--- src/rtl/sram_sched_pkg.sv ---
// Shared types for the ping-pong SRAM frame-buffer scheduler: bank
// lifecycle states and the bank-index width.
package sram_sched_pkg;

  localparam int BANK_IDX_W = 1;

  typedef logic [BANK_IDX_W-1:0] bank_idx_t;

  typedef enum logic [1:0] {
    FREE     = 2'd0,
    FILLING  = 2'd1,
    FULL     = 2'd2,
    DRAINING = 2'd3
  } bank_state_e;

endpackage

--- src/rtl/sram_pingpong_sched_if.sv ---
// Handshake bundle between the bank scheduler (slave) and the capture
// writer / USB reader / debug side (master).
interface sram_pingpong_sched_if
  import sram_sched_pkg::*;
#(
  parameter int ADDR_W = 20,
  parameter int DROP_W = 8
);

  logic                  abort;
  logic                  wr_start;
  logic                  wr_grant;
  logic [BANK_IDX_W-1:0] wr_bank;
  logic                  wr_busy;
  logic                  wr_done;
  logic [ADDR_W-1:0]     wr_len;
  logic                  rd_avail;
  logic [BANK_IDX_W-1:0] rd_bank;
  logic [ADDR_W-1:0]     rd_len;
  logic                  rd_start;
  logic                  rd_done;
  logic [DROP_W-1:0]     drop_cnt;
  logic [3:0]            bank_state;
  logic                  proto_err;

  modport slave (
    input  abort, wr_start, wr_done, wr_len, rd_start, rd_done,
    output wr_grant, wr_bank, wr_busy, rd_avail, rd_bank, rd_len,
           drop_cnt, bank_state, proto_err
  );

  modport master (
    output abort, wr_start, wr_done, wr_len, rd_start, rd_done,
    input  wr_grant, wr_bank, wr_busy, rd_avail, rd_bank, rd_len,
           drop_cnt, bank_state, proto_err
  );

endinterface

--- src/rtl/sram_bank_slot.sv ---
// One SRAM bank's lifecycle state and stored frame length; exposes both the
// current and next state so the scheduler can register its outputs.
module sram_bank_slot
  import sram_sched_pkg::*;
#(
  parameter int ADDR_W = 20
) (
  input  logic              clk,
  input  logic              rst,
  input  logic              clear_i,
  input  logic              set_fill_i,
  input  logic              set_full_i,
  input  logic              set_drain_i,
  input  logic              set_free_i,
  input  logic [ADDR_W-1:0] len_i,
  output bank_state_e       state_o,
  output bank_state_e       state_next_o,
  output logic [ADDR_W-1:0] len_next_o
);

  bank_state_e       state_q, state_d;
  logic [ADDR_W-1:0] len_q, len_d;

  always_ff @(posedge clk or posedge rst) begin
    if (rst) begin
      state_q <= FREE;
      len_q   <= '0;
    end else begin
      state_q <= state_d;
      len_q   <= len_d;
    end
  end

  // A freed bank that is re-granted in the same cycle must end up FILLING.
  always_comb begin
    state_d = state_q;
    len_d   = len_q;
    if (clear_i) begin
      state_d = FREE;
    end else if (set_fill_i) begin
      state_d = FILLING;
    end else if (set_full_i) begin
      state_d = FULL;
      len_d   = len_i;
    end else if (set_drain_i) begin
      state_d = DRAINING;
    end else if (set_free_i) begin
      state_d = FREE;
    end
  end

  assign state_o      = state_q;
  assign state_next_o = state_d;
  assign len_next_o   = len_d;

endmodule

--- src/rtl/sram_pingpong_sched.sv ---
// Ping-pong SRAM bank scheduler: grants banks to the capture writer, hands
// completed frames to the USB reader oldest-first, and overwrites on overflow.
module sram_pingpong_sched
  import sram_sched_pkg::*;
#(
  parameter int ADDR_W = 20,
  parameter int DROP_W = 8
) (
  input logic                  clk_fast,
  input logic                  rst,
  sram_pingpong_sched_if.slave bus
);

  bank_state_e       stQ   [2];
  bank_state_e       stD   [2];
  bank_state_e       effSt [2];
  logic [ADDR_W-1:0] lenD  [2];

  logic [1:0] setFill, setFull, setDrain, setFree;
  logic       busy, draining, startOk, doneOk, rdStartOk, rdDoneOk;
  logic       protoHit, dropHit;
  bank_idx_t  fillBank, drainBank, pick;

  logic              wr_grant_q, wr_grant_d;
  bank_idx_t         wr_bank_q, wr_bank_d;
  logic              wr_busy_q, wr_busy_d;
  logic              rd_avail_q, rd_avail_d;
  bank_idx_t         rd_bank_q, rd_bank_d;
  logic [ADDR_W-1:0] rd_len_q, rd_len_d;
  logic [DROP_W-1:0] drop_cnt_q, drop_cnt_d;
  logic [3:0]        bank_state_q, bank_state_d;
  logic              proto_err_q, proto_err_d;
  bank_idx_t         older_q, older_d;
  bank_idx_t         last_wr_q, last_wr_d;

  always_comb begin
    busy      = (stQ[0] == FILLING)  || (stQ[1] == FILLING);
    draining  = (stQ[0] == DRAINING) || (stQ[1] == DRAINING);
    fillBank  = bank_idx_t'(stQ[1] == FILLING);
    drainBank = bank_idx_t'(stQ[1] == DRAINING);
    startOk   = !bus.abort && bus.wr_start && !busy;
    doneOk    = !bus.abort && bus.wr_done && busy;
    rdStartOk = !bus.abort && bus.rd_start && rd_avail_q;
    rdDoneOk  = !bus.abort && bus.rd_done && draining;
    protoHit  = (bus.wr_start && busy) || (bus.wr_done && !busy) ||
                (bus.rd_start && !rd_avail_q) || (bus.rd_done && !draining);
  end

  // Reader moves are applied before arbitration, so a bank freed this cycle is
  // grantable and a bank the reader takes this cycle is never overwritten.
  always_comb begin
    effSt = stQ;
    if (rdDoneOk)  effSt[drainBank] = FREE;
    if (rdStartOk) effSt[rd_bank_q] = DRAINING;
    if (effSt[0] == FREE && effSt[1] == FREE)      pick = ~last_wr_q;
    else if (effSt[0] == FREE)                     pick = 1'b0;
    else if (effSt[1] == FREE)                     pick = 1'b1;
    else if (effSt[0] == FULL && effSt[1] == FULL) pick = older_q;
    else                                           pick = bank_idx_t'(effSt[1] == FULL);
    dropHit = startOk && (effSt[pick] == FULL);
  end

  always_comb begin
    setFill  = '0;
    setFull  = '0;
    setDrain = '0;
    setFree  = '0;
    if (startOk) setFill[pick] = 1'b1;
    if (doneOk) begin
      if (bus.wr_len != '0) setFull[fillBank] = 1'b1;
      else                  setFree[fillBank] = 1'b1;
    end
    if (rdStartOk) setDrain[rd_bank_q] = 1'b1;
    if (rdDoneOk)  setFree[drainBank]  = 1'b1;
  end

  for (genvar b = 0; b < 2; b++) begin : gSlot
    sram_bank_slot #(.ADDR_W(ADDR_W)) uSlot (
      .clk          (clk_fast),
      .rst          (rst),
      .clear_i      (bus.abort),
      .set_fill_i   (setFill[b]),
      .set_full_i   (setFull[b]),
      .set_drain_i  (setDrain[b]),
      .set_free_i   (setFree[b]),
      .len_i        (bus.wr_len),
      .state_o      (stQ[b]),
      .state_next_o (stD[b]),
      .len_next_o   (lenD[b])
    );
  end

  // A bank completing now is younger than whatever the other bank holds.
  always_comb begin
    wr_grant_d   = startOk;
    wr_bank_d    = startOk ? pick : wr_bank_q;
    last_wr_d    = startOk ? pick : last_wr_q;
    wr_busy_d    = (stD[0] == FILLING) || (stD[1] == FILLING);
    older_d      = (doneOk && bus.wr_len != '0) ? ~fillBank : older_q;
    drop_cnt_d   = drop_cnt_q;
    if (dropHit && drop_cnt_q != '1) drop_cnt_d = drop_cnt_q + DROP_W'(1);
    proto_err_d  = bus.abort ? 1'b0 : (proto_err_q | protoHit);
    bank_state_d = {stD[1], stD[0]};
    rd_avail_d   = (stD[0] != DRAINING) && (stD[1] != DRAINING) &&
                   ((stD[0] == FULL) || (stD[1] == FULL));
    rd_bank_d    = rd_bank_q;
    rd_len_d     = rd_len_q;
    if (rd_avail_d) begin
      rd_bank_d = (stD[0] == FULL && stD[1] == FULL) ? older_d
                                                     : bank_idx_t'(stD[1] == FULL);
      rd_len_d  = lenD[rd_bank_d];
    end
  end

  always_ff @(posedge clk_fast or posedge rst) begin
    if (rst) begin
      wr_grant_q   <= 1'b0;
      wr_bank_q    <= '0;
      wr_busy_q    <= 1'b0;
      rd_avail_q   <= 1'b0;
      rd_bank_q    <= '0;
      rd_len_q     <= '0;
      drop_cnt_q   <= '0;
      bank_state_q <= '0;
      proto_err_q  <= 1'b0;
      older_q      <= '0;
      last_wr_q    <= 1'b1;
    end else begin
      wr_grant_q   <= wr_grant_d;
      wr_bank_q    <= wr_bank_d;
      wr_busy_q    <= wr_busy_d;
      rd_avail_q   <= rd_avail_d;
      rd_bank_q    <= rd_bank_d;
      rd_len_q     <= rd_len_d;
      drop_cnt_q   <= drop_cnt_d;
      bank_state_q <= bank_state_d;
      proto_err_q  <= proto_err_d;
      older_q      <= older_d;
      last_wr_q    <= last_wr_d;
    end
  end

  assign bus.wr_grant   = wr_grant_q;
  assign bus.wr_bank    = wr_bank_q;
  assign bus.wr_busy    = wr_busy_q;
  assign bus.rd_avail   = rd_avail_q;
  assign bus.rd_bank    = rd_bank_q;
  assign bus.rd_len     = rd_len_q;
  assign bus.drop_cnt   = drop_cnt_q;
  assign bus.bank_state = bank_state_q;
  assign bus.proto_err  = proto_err_q;

endmodule

--- src/flat_wrapper.sv ---
// flat-port wrapper written by rule: the top's interface ports become plain ports
module sram_pingpong_sched_flat import sram_sched_pkg::*;
#(
  parameter int ADDR_W = 20,
  parameter int DROP_W = 8
)
  (clk_fast, rst, bus_abort, bus_wr_start, bus_wr_done, bus_wr_len, bus_rd_start, bus_rd_done, bus_wr_grant, bus_wr_bank, bus_wr_busy, bus_rd_avail, bus_rd_bank, bus_rd_len, bus_drop_cnt, bus_bank_state, bus_proto_err);
  sram_pingpong_sched_if #(.ADDR_W(ADDR_W), .DROP_W(DROP_W)) bus_i ();
  input logic clk_fast;
  input logic rst;
  input wire logic [$bits(bus_i.abort)-1:0] bus_abort;
  input wire logic [$bits(bus_i.wr_start)-1:0] bus_wr_start;
  input wire logic [$bits(bus_i.wr_done)-1:0] bus_wr_done;
  input wire logic [$bits(bus_i.wr_len)-1:0] bus_wr_len;
  input wire logic [$bits(bus_i.rd_start)-1:0] bus_rd_start;
  input wire logic [$bits(bus_i.rd_done)-1:0] bus_rd_done;
  output wire logic [$bits(bus_i.wr_grant)-1:0] bus_wr_grant;
  output wire logic [$bits(bus_i.wr_bank)-1:0] bus_wr_bank;
  output wire logic [$bits(bus_i.wr_busy)-1:0] bus_wr_busy;
  output wire logic [$bits(bus_i.rd_avail)-1:0] bus_rd_avail;
  output wire logic [$bits(bus_i.rd_bank)-1:0] bus_rd_bank;
  output wire logic [$bits(bus_i.rd_len)-1:0] bus_rd_len;
  output wire logic [$bits(bus_i.drop_cnt)-1:0] bus_drop_cnt;
  output wire logic [$bits(bus_i.bank_state)-1:0] bus_bank_state;
  output wire logic [$bits(bus_i.proto_err)-1:0] bus_proto_err;
  assign bus_i.abort = bus_abort;
  assign bus_i.wr_start = bus_wr_start;
  assign bus_i.wr_done = bus_wr_done;
  assign bus_i.wr_len = bus_wr_len;
  assign bus_i.rd_start = bus_rd_start;
  assign bus_i.rd_done = bus_rd_done;
  assign bus_wr_grant = bus_i.wr_grant;
  assign bus_wr_bank = bus_i.wr_bank;
  assign bus_wr_busy = bus_i.wr_busy;
  assign bus_rd_avail = bus_i.rd_avail;
  assign bus_rd_bank = bus_i.rd_bank;
  assign bus_rd_len = bus_i.rd_len;
  assign bus_drop_cnt = bus_i.drop_cnt;
  assign bus_bank_state = bus_i.bank_state;
  assign bus_proto_err = bus_i.proto_err;
  sram_pingpong_sched #(.ADDR_W(ADDR_W), .DROP_W(DROP_W)) u_core (.clk_fast(clk_fast), .rst(rst), .bus(bus_i));
endmodule
--- config.mk ---
export PLATFORM = sky130hd
export DESIGN_NAME = sram_pingpong_sched_flat
export DESIGN_NICKNAME = d
export VERILOG_FILES = /design/src/rtl/sram_sched_pkg.sv /design/src/rtl/sram_pingpong_sched_if.sv /design/src/rtl/sram_bank_slot.sv /design/src/rtl/sram_pingpong_sched.sv /design/src/flat_wrapper.sv
export SDC_FILE = /design/constraint.sdc
export NUM_CORES = 1
export LEC_CHECK = 0
export CAP_MARGIN = 20
export CORE_AREA = 5 5 98 100
export CTS_CLUSTER_SIZE = 25
export DETAILED_ROUTE_END_ITERATION = 7
export DIE_AREA = 0 0 103 105
export HOLD_SLACK_MARGIN = 0.06
export PLACE_DENSITY_LB_ADDON = 0.2
export REMOVE_ABC_BUFFERS = 1
export SETUP_SLACK_MARGIN = 0.15
export SLEW_MARGIN = 0
export SYNTH_ARGS = -nofsm -noshare
export SYNTH_HDL_FRONTEND = slang
export SYNTH_SLANG_ARGS = --single-unit
--- constraint.sdc ---
create_clock -name clk_fast -period 6.8 [get_ports clk_fast]
set_clock_uncertainty 0.05 [all_clocks]
set_input_delay 1.36 -clock clk_fast [delete_from_list [all_inputs] [get_ports clk_fast]]
set_output_delay 1.36 -clock clk_fast [all_outputs]
set_load 0.03 [all_outputs]
# Word-level counts from Yosys, hierarchy flattened
# Index checks and enable logic that the tools add are counted.
# W data, S select, Z words.
[word_totals]
rom_bits = 0
elab_cells = 145
in_bits = 27
register_bits = 84
latch_bits = 0
memories = 0
ram_bits = 0
[op_classes]
n_reduce_logical = 40
order_cmp = 14
n_mux = 50
mul = 0
bitwise = 11
n_div = 0
shifts = 0
eq_ne = 14
addsub = 1
[ops]
columns = ["cell", "count"]
rows = [
  ["$mux W20", 9],
  ["$mux W2", 22],
  ["$logic_and A1 B1 Y1", 26],
  ["$reduce_bool A20 Y1", 1],
  ["$eq A2 B2 Y1 const B", 7],
  ["$mux W1", 11],
  ["$add A8 B1 Y8 const B", 1],
  ["$eq A2 B1 Y1 const B", 4],
  ["$ge A2 B2 Y1 const B", 4],
  ["$lt A1 B2 Y1 const B", 4],
  ["$mux W4", 2],
  ["$ne A8 B8 Y1 const B", 1],
  ["$not A1 Y2", 4],
  ["$logic_or A1 B1 Y1", 7],
  ["$and A4 B4 Y4", 1],
  ["$demux W1 S1", 4],
  ["$demux W2 S1", 2],
  ["$ge A1 B1 Y1 const B", 4],
  ["$logic_not A1 Y1", 4],
  ["$logic_not A2 Y1", 2],
  ["$lt A2 B1 Y1 const B", 2],
  ["$ne A2 B2 Y1 const B", 2],
  ["$not A4 Y4", 1],
  ["$or A4 B4 Y4", 1],
  ["other kinds (3)", 4],
]

# Logic depth before layout (Yosys ltp)
[depth]
ltp_word = 31
ltp_mapped = 11

# Cells and area by module
# Synthesis repeated with hierarchy kept, for this count alone.
[hier_totals]
hier_cells = 309
area_unflattened_um2 = 3774.9
[modules_own_cells]
columns = ["module", "instances", "area_each_um2", "cells_each"]
rows = [
  ["sram_pingpong_sched", 1, 2075.7, 205],
  ["sram_bank_slot", 2, 849.6, 52],
]

# Worst setup path after synthesis
# No wires, ideal clock.
[synth_timing]
path_kind = "input to register"
from = "input bus_wr_len[1]"
to = "register u_core.rd_bank_q, in the netlist u_core.bus.rd_bank"
path_slack_ps = 3435
t_arrival_ps = 3191
path_buffers = 1
stages = 7
path_cell_list = "or4_4 > a21oi_1 > a21bo_2 > a2111oi_4 > a211oi_2 > buf_6 > mux2_2"
[synth_between]
elab_chain_cells = 13
[synth_rtl]
columns = ["element", "line_no", "source"]
rows = [
  ["start: declaration", "flat_wrapper.sv:14", "input wire logic [$bits(bus_i.wr_len)-1:0] bus_wr_len;"],
  ["$reduce_bool A20 Y1 (*)", "sram_pingpong_sched.sv:70, sram_pingpong_sched.sv:99", ""],
  ["$mux W2", "sram_pingpong_sched.sv:70", "if (bus.wr_len != '0) setFull[fillBank] = 1'b1;"],
  ["$mux W2", "sram_pingpong_sched.sv:69", "if (doneOk) begin"],
  ["$or A2 B2 Y2 (no line)", "-", ""],
  ["$mux W2", "sram_pingpong_sched.sv:74", "if (rdDoneOk) setFree[drainBank] = 1'b1;"],
  ["$mux W2", "sram_bank_slot.sv:47", "end else if (set_free_i) begin"],
  ["$mux W2", "sram_bank_slot.sv:45", "end else if (set_drain_i) begin"],
  ["$mux W2", "sram_bank_slot.sv:42", "end else if (set_full_i) begin"],
  ["$mux W2", "sram_bank_slot.sv:40", "end else if (set_fill_i) begin"],
  ["$mux W2", "sram_bank_slot.sv:38", "if (clear_i) begin"],
  ["$eq A2 B2 Y1, or another cell as far along", "sram_pingpong_sched.sv:105, sram_pingpong_sched.sv:109", ""],
  ["$logic_and A1 B1 Y1, or another cell as far along", "sram_pingpong_sched.sv:109", "rd_bank_d = (stD[0] == FULL && stD[1] == FULL) ? older_d"],
  ["$mux W1 / $logic_and A1 B1 Y1 (equally long branches)", "sram_pingpong_sched.sv:109, sram_pingpong_sched.sv:104", ""],
  ["end signal: assignment", "sram_pingpong_sched.sv:133", "rd_bank_q <= rd_bank_d;"],
  ["end: declaration", "sram_pingpong_sched.sv:28", "bank_idx_t rd_bank_q, rd_bank_d;"],
]
# Every way passes the cells marked *; elsewhere a longest branch is shown, timed or not.
# A chain may end at the register's enable or synchronous reset.

# Worst setup path in the final report
[layout_timing]
from = "input bus_abort"
to = "register u_core.rd_len_q[2], in the netlist u_core.bus.rd_len[2]"
[layout_between]
elab_chain_cells = 26
[layout_rtl]
columns = ["element", "line_no", "source"]
rows = [
  ["start: declaration", "flat_wrapper.sv:11", "input wire logic [$bits(bus_i.abort)-1:0] bus_abort;"],
  ["$logic_not A1 Y1", "-", ""],
  ["$logic_and A1 B1 Y1 (2 in series)", "sram_pingpong_sched.sv:44", "rdDoneOk = !bus.abort && bus.rd_done && draining;"],
  ["$mux W4", "sram_pingpong_sched.sv:53", "if (rdDoneOk) effSt[drainBank] = FREE;"],
  ["$or A4 B4 Y4 (no line)", "-", ""],
  ["$mux W4", "sram_pingpong_sched.sv:54", "if (rdStartOk) effSt[rd_bank_q] = DRAINING;"],
  ["$eq A2 B2 Y1, on equally long branches", "sram_pingpong_sched.sv:58, sram_pingpong_sched.sv:59", ""],
  ["$logic_and A1 B1 Y1", "sram_pingpong_sched.sv:58", "else if (effSt[0] == FULL && effSt[1] == FULL) pick = older_q;"],
  ["$mux W1", "sram_pingpong_sched.sv:58", ""],
  ["[... 7 more ...]", "-", ""],
  ["$mux W2", "sram_pingpong_sched.sv:68", "if (startOk) setFill[pick] = 1'b1;"],
  ["$mux W2", "sram_bank_slot.sv:40", ""],
  ["$mux W2", "sram_bank_slot.sv:38", ""],
  ["$eq A2 B2 Y1, on equally long branches", "sram_pingpong_sched.sv:105, sram_pingpong_sched.sv:109, sram_pingpong_sched.sv:110", ""],
  ["$logic_and A1 B1 Y1", "sram_pingpong_sched.sv:109", ""],
  ["$mux W1", "sram_pingpong_sched.sv:109", ""],
  ["$not A1 Y2 (implied by the code)", "sram_pingpong_sched.sv:111", "rd_len_d = lenD[rd_bank_d];"],
  ["$mux W20 (implied by the code) (3 in series)", "sram_pingpong_sched.sv:111", ""],
  ["end signal: assignment", "sram_pingpong_sched.sv:134", "rd_len_q <= rd_len_d;"],
  ["end: declaration", "sram_pingpong_sched.sv:29", "logic [ADDR_W-1:0] rd_len_q, rd_len_d;"],
]
# Several ways; a longest one is shown, not always the timed one. The select of a mux whose other input is x is not followed.

==> reports/metrics.cfg <==
[floorplanning]
num_io_pins=65
core_um2=8593
die_w_um=103
initial_core_util_pct=44.00
die_area_um2=10820
die_y_um=105
rows=34

[min_path]
hold_start=u_core.gSlot[1].uSlot.len_q[3]$_DFF_PP0_
hold_path_class=reg -> reg

[global_routing]
grt_pass1_vias=2657
antenna_found_initial=0
grt_usage_pct=15.91
grt_overflow_total=0
grt_first_pass_wirelength_mm=13.42
grt_max_degree=81

[synthesis]
synthDistinctLibCells=54
synth_top_flop_cell=dfrtp_1
syn_area_per_cell_um2=12.60
ys_seq_elements=80
seq_area_frac_synth_pct=52.98
yosysWarnings=0
synth-edff-count=0
ys_async_sr_fraction_pct=100.0
syn-cell-area_um2=3781
syn_inst=300

[sta]
worstMarginPinSlew_ns=0.7160
period_share_pct=63.00
min_period_ns=4.284
setup_viol=0
rsz0062_at_grt=no
fin_tns_setup_ns=0
hold_viol=0
fmax_mhz=233.4
slew_headroom_pct=52.12
final_max_slew_viol_count=0

[place]
gp_congestion=0.8528
dp_hpwl_mm=5.503
port_buffers=64

[route]
wl_mm=8.112
ant_nets=0
drc=0
vias=2535
first_iter_violations=77
wl_per_cell_um=16.76
dr.pass1.iters=4
vias_per_cell=5.238

[clocking]
cts_buffer_depth=2
cts_resized=0
cts_tree=built
clock-sinks=80
insertion_delay_ns=0.35
path_clk_slew_ns=0.08
hold_buffers=0
htreeDepth=3
cts_setup_buffers=0
cts_buffers=9
cts_root_buf=clkbuf_8

[run_status]
status=complete, no violations

[worst_setup_path]
worstSetupEndpointType=register
cp-start-kind=input pin
critical-path-max-stage-delay_ns=0.66
path_buf_inv=2
cp_slowest_cell=clkdlybuf4s50_1
path_class=in -> reg
cp_top_family=compound AO/OA/AOI/OAI gates
reg2reg_from=u_core.bus.rd_bank$_DFFE_PP0P_
worstPathMaxFanout=16
cp_cell_sequence=clkdlybuf4s50_1 -> nand3b_2 -> a211oi_1 -> a2111oi_4 -> o21ai_2 -> a21o_1 -> a22o_1 -> buf_4 -> mux2i_1
cp_data_required_time_ns=7.02
critPathLaunch=bus_abort
cp.arrival_ns=4.51

[final_layout]
layout_common_cells=79 x dfrtp_1, 64 x clkdlybuf4s50_1, 40 x mux2i_1
drive_gt1_share_pct=21.28
layout.nets=399
syn_to_final_growth_pct=24.62
num_antenna_cells=0
fillers=755
final_common_cell=dfrtp_1

[power_and_ir_drop]
leakage_nw=2.174
power_w=0.001920
vdd_ir_drop_max_v=0.0002109
p_per_area_nw_per_um2=407.4

[run]
drv_cap=0

-- final timing paths --
check                                                      endpoint  slack, ns  cells after the start
max                                u_core.bus.rd_len[2]$_DFFE_PP0P_       2.52                      9
min                        u_core.gSlot[1].uSlot.len_q[3]$_DFF_PP0_       0.43                      2
max reg2reg                        u_core.bus.rd_len[2]$_DFFE_PP0P_       3.81                      8
min reg2reg                u_core.gSlot[1].uSlot.len_q[3]$_DFF_PP0_       0.43                      2
max in group asynchronous         u_core.bus.rd_len[16]$_DFFE_PP0P_       4.83                      4
min in group asynchronous        u_core.bus.drop_cnt[5]$_DFFE_PP0P_       1.29                      3
-- cells by family after synthesis --
logic type | Yosys count | share of synthesized area [%]
buffers and inverters | 37 | 5.294
DFF | 80 | 52.98
adders and majority gates | 1 | 0.3309
AOI/OAI and AO/OA | 35 | 8.107
and+or+nand+nor | 62 | 9.762
muxes | 78 | 21.91
xor gates and xnor gates | 7 | 1.621
-- cell type report --
cell class / count / area [um2] / area share [%]
clock inverter: 5 / 38.79 / 0.8232
tap: 108 / 135.1 / 2.868
timing repair buffer: 70 / 705.7 / 14.98
multi-input combinational: 183 / 1585 / 33.64
sequential: 80 / 2003 / 42.51
clock buffer: 11 / 141.4 / 3.001
inverter: 27 / 102.6 / 2.177
-- registers in the layout (all words and copies together) (netlist names) --
name,count
u_core.bus.drop_cnt,8
u_core.bus.rd_avail,1
u_core.bus.wr_busy,1
u_core.bus.wr_grant,1
u_core.last_wr_q,1
u_core.gSlot.uSlot.len_q,40
u_core.bus.wr_bank,1
u_core.bus.bank_state,4
u_core.bus.rd_len,20
u_core.bus.rd_bank,1
u_core.bus.proto_err,1
u_core.older_q,1
-- cells in the mapped netlist, types with 2 or more instances --
master / count / share of area, %
a2111oi_4: 2 / 1.5
buf_2: 5 / 0.66
buf_6: 3 / 0.89
nand4b_1: 2 / 0.46
inv_1: 27 / 2.7
a21o_1: 4 / 0.79
a31oi_1: 4 / 0.66
nor2b_1: 3 / 0.50
o21ai_2: 2 / 0.46
mux2_2: 38 / 11
mux2i_1: 40 / 11
nor4_1: 4 / 0.66
nand2_1: 22 / 2.2
nor2_1: 7 / 0.70
xnor2_1: 6 / 1.4
o21ai_0: 3 / 0.40
a21oi_1: 6 / 0.79
dfrtp_1: 79 / 52
nand4_1: 5 / 0.83
buf_12: 2 / 1.1
and3_1: 3 / 0.50
-- worst min-delay path, cell delays in order, from the launching register on --
cell	delay, ns
dfrtp_1	0.33
nand2_1	0.04
nand2_1	0.08
-- per-layer routing --
layer | global-route usage, % | share of wire [%]
met3 | 4.930 | 5.9
met5 | 0 | 0
met4 | 4.903 | 1.6
met1 | 21.18 | 45
met2 | 24.75 | 48
-- report_power, final --
part | total [W] | switching (W) | internal [W]
sequential | 0.000770 | 0.0000954 | 0.000674
combinational | 0.000825 | 0.000443 | 0.000382
clock | 0.000325 | 0.000180 | 0.000145
total | 0.00192 | 0.000718 | 0.00120
-- through the flow --
| stage | util, % | cells | hold WS [ns] | worst slack, ns | cell area, um2 |
|---|---|---|---|---|---|
| 6_report | 54.83 | 484 | 0.4280 | 2.516 | 4712 |
| 3_5_place_dp | 52.42 | 467 | 0.4105 | 2.153 | 4504 |
| 3_3_place_gp | 52.42 | 467 | 0.4097 | 2.280 | 4504 |
| 2_1_floorplan | - | 290 | 0.3905 | 2.044 | 3682 |
| 5_1_grt | 54.83 | 484 | 0.4582 | 2.338 | 4712 |
| 4_1_cts | 54.51 | 483 | 0.4303 | 2.520 | 4684 |
Power figures use the tool's default switching activity.
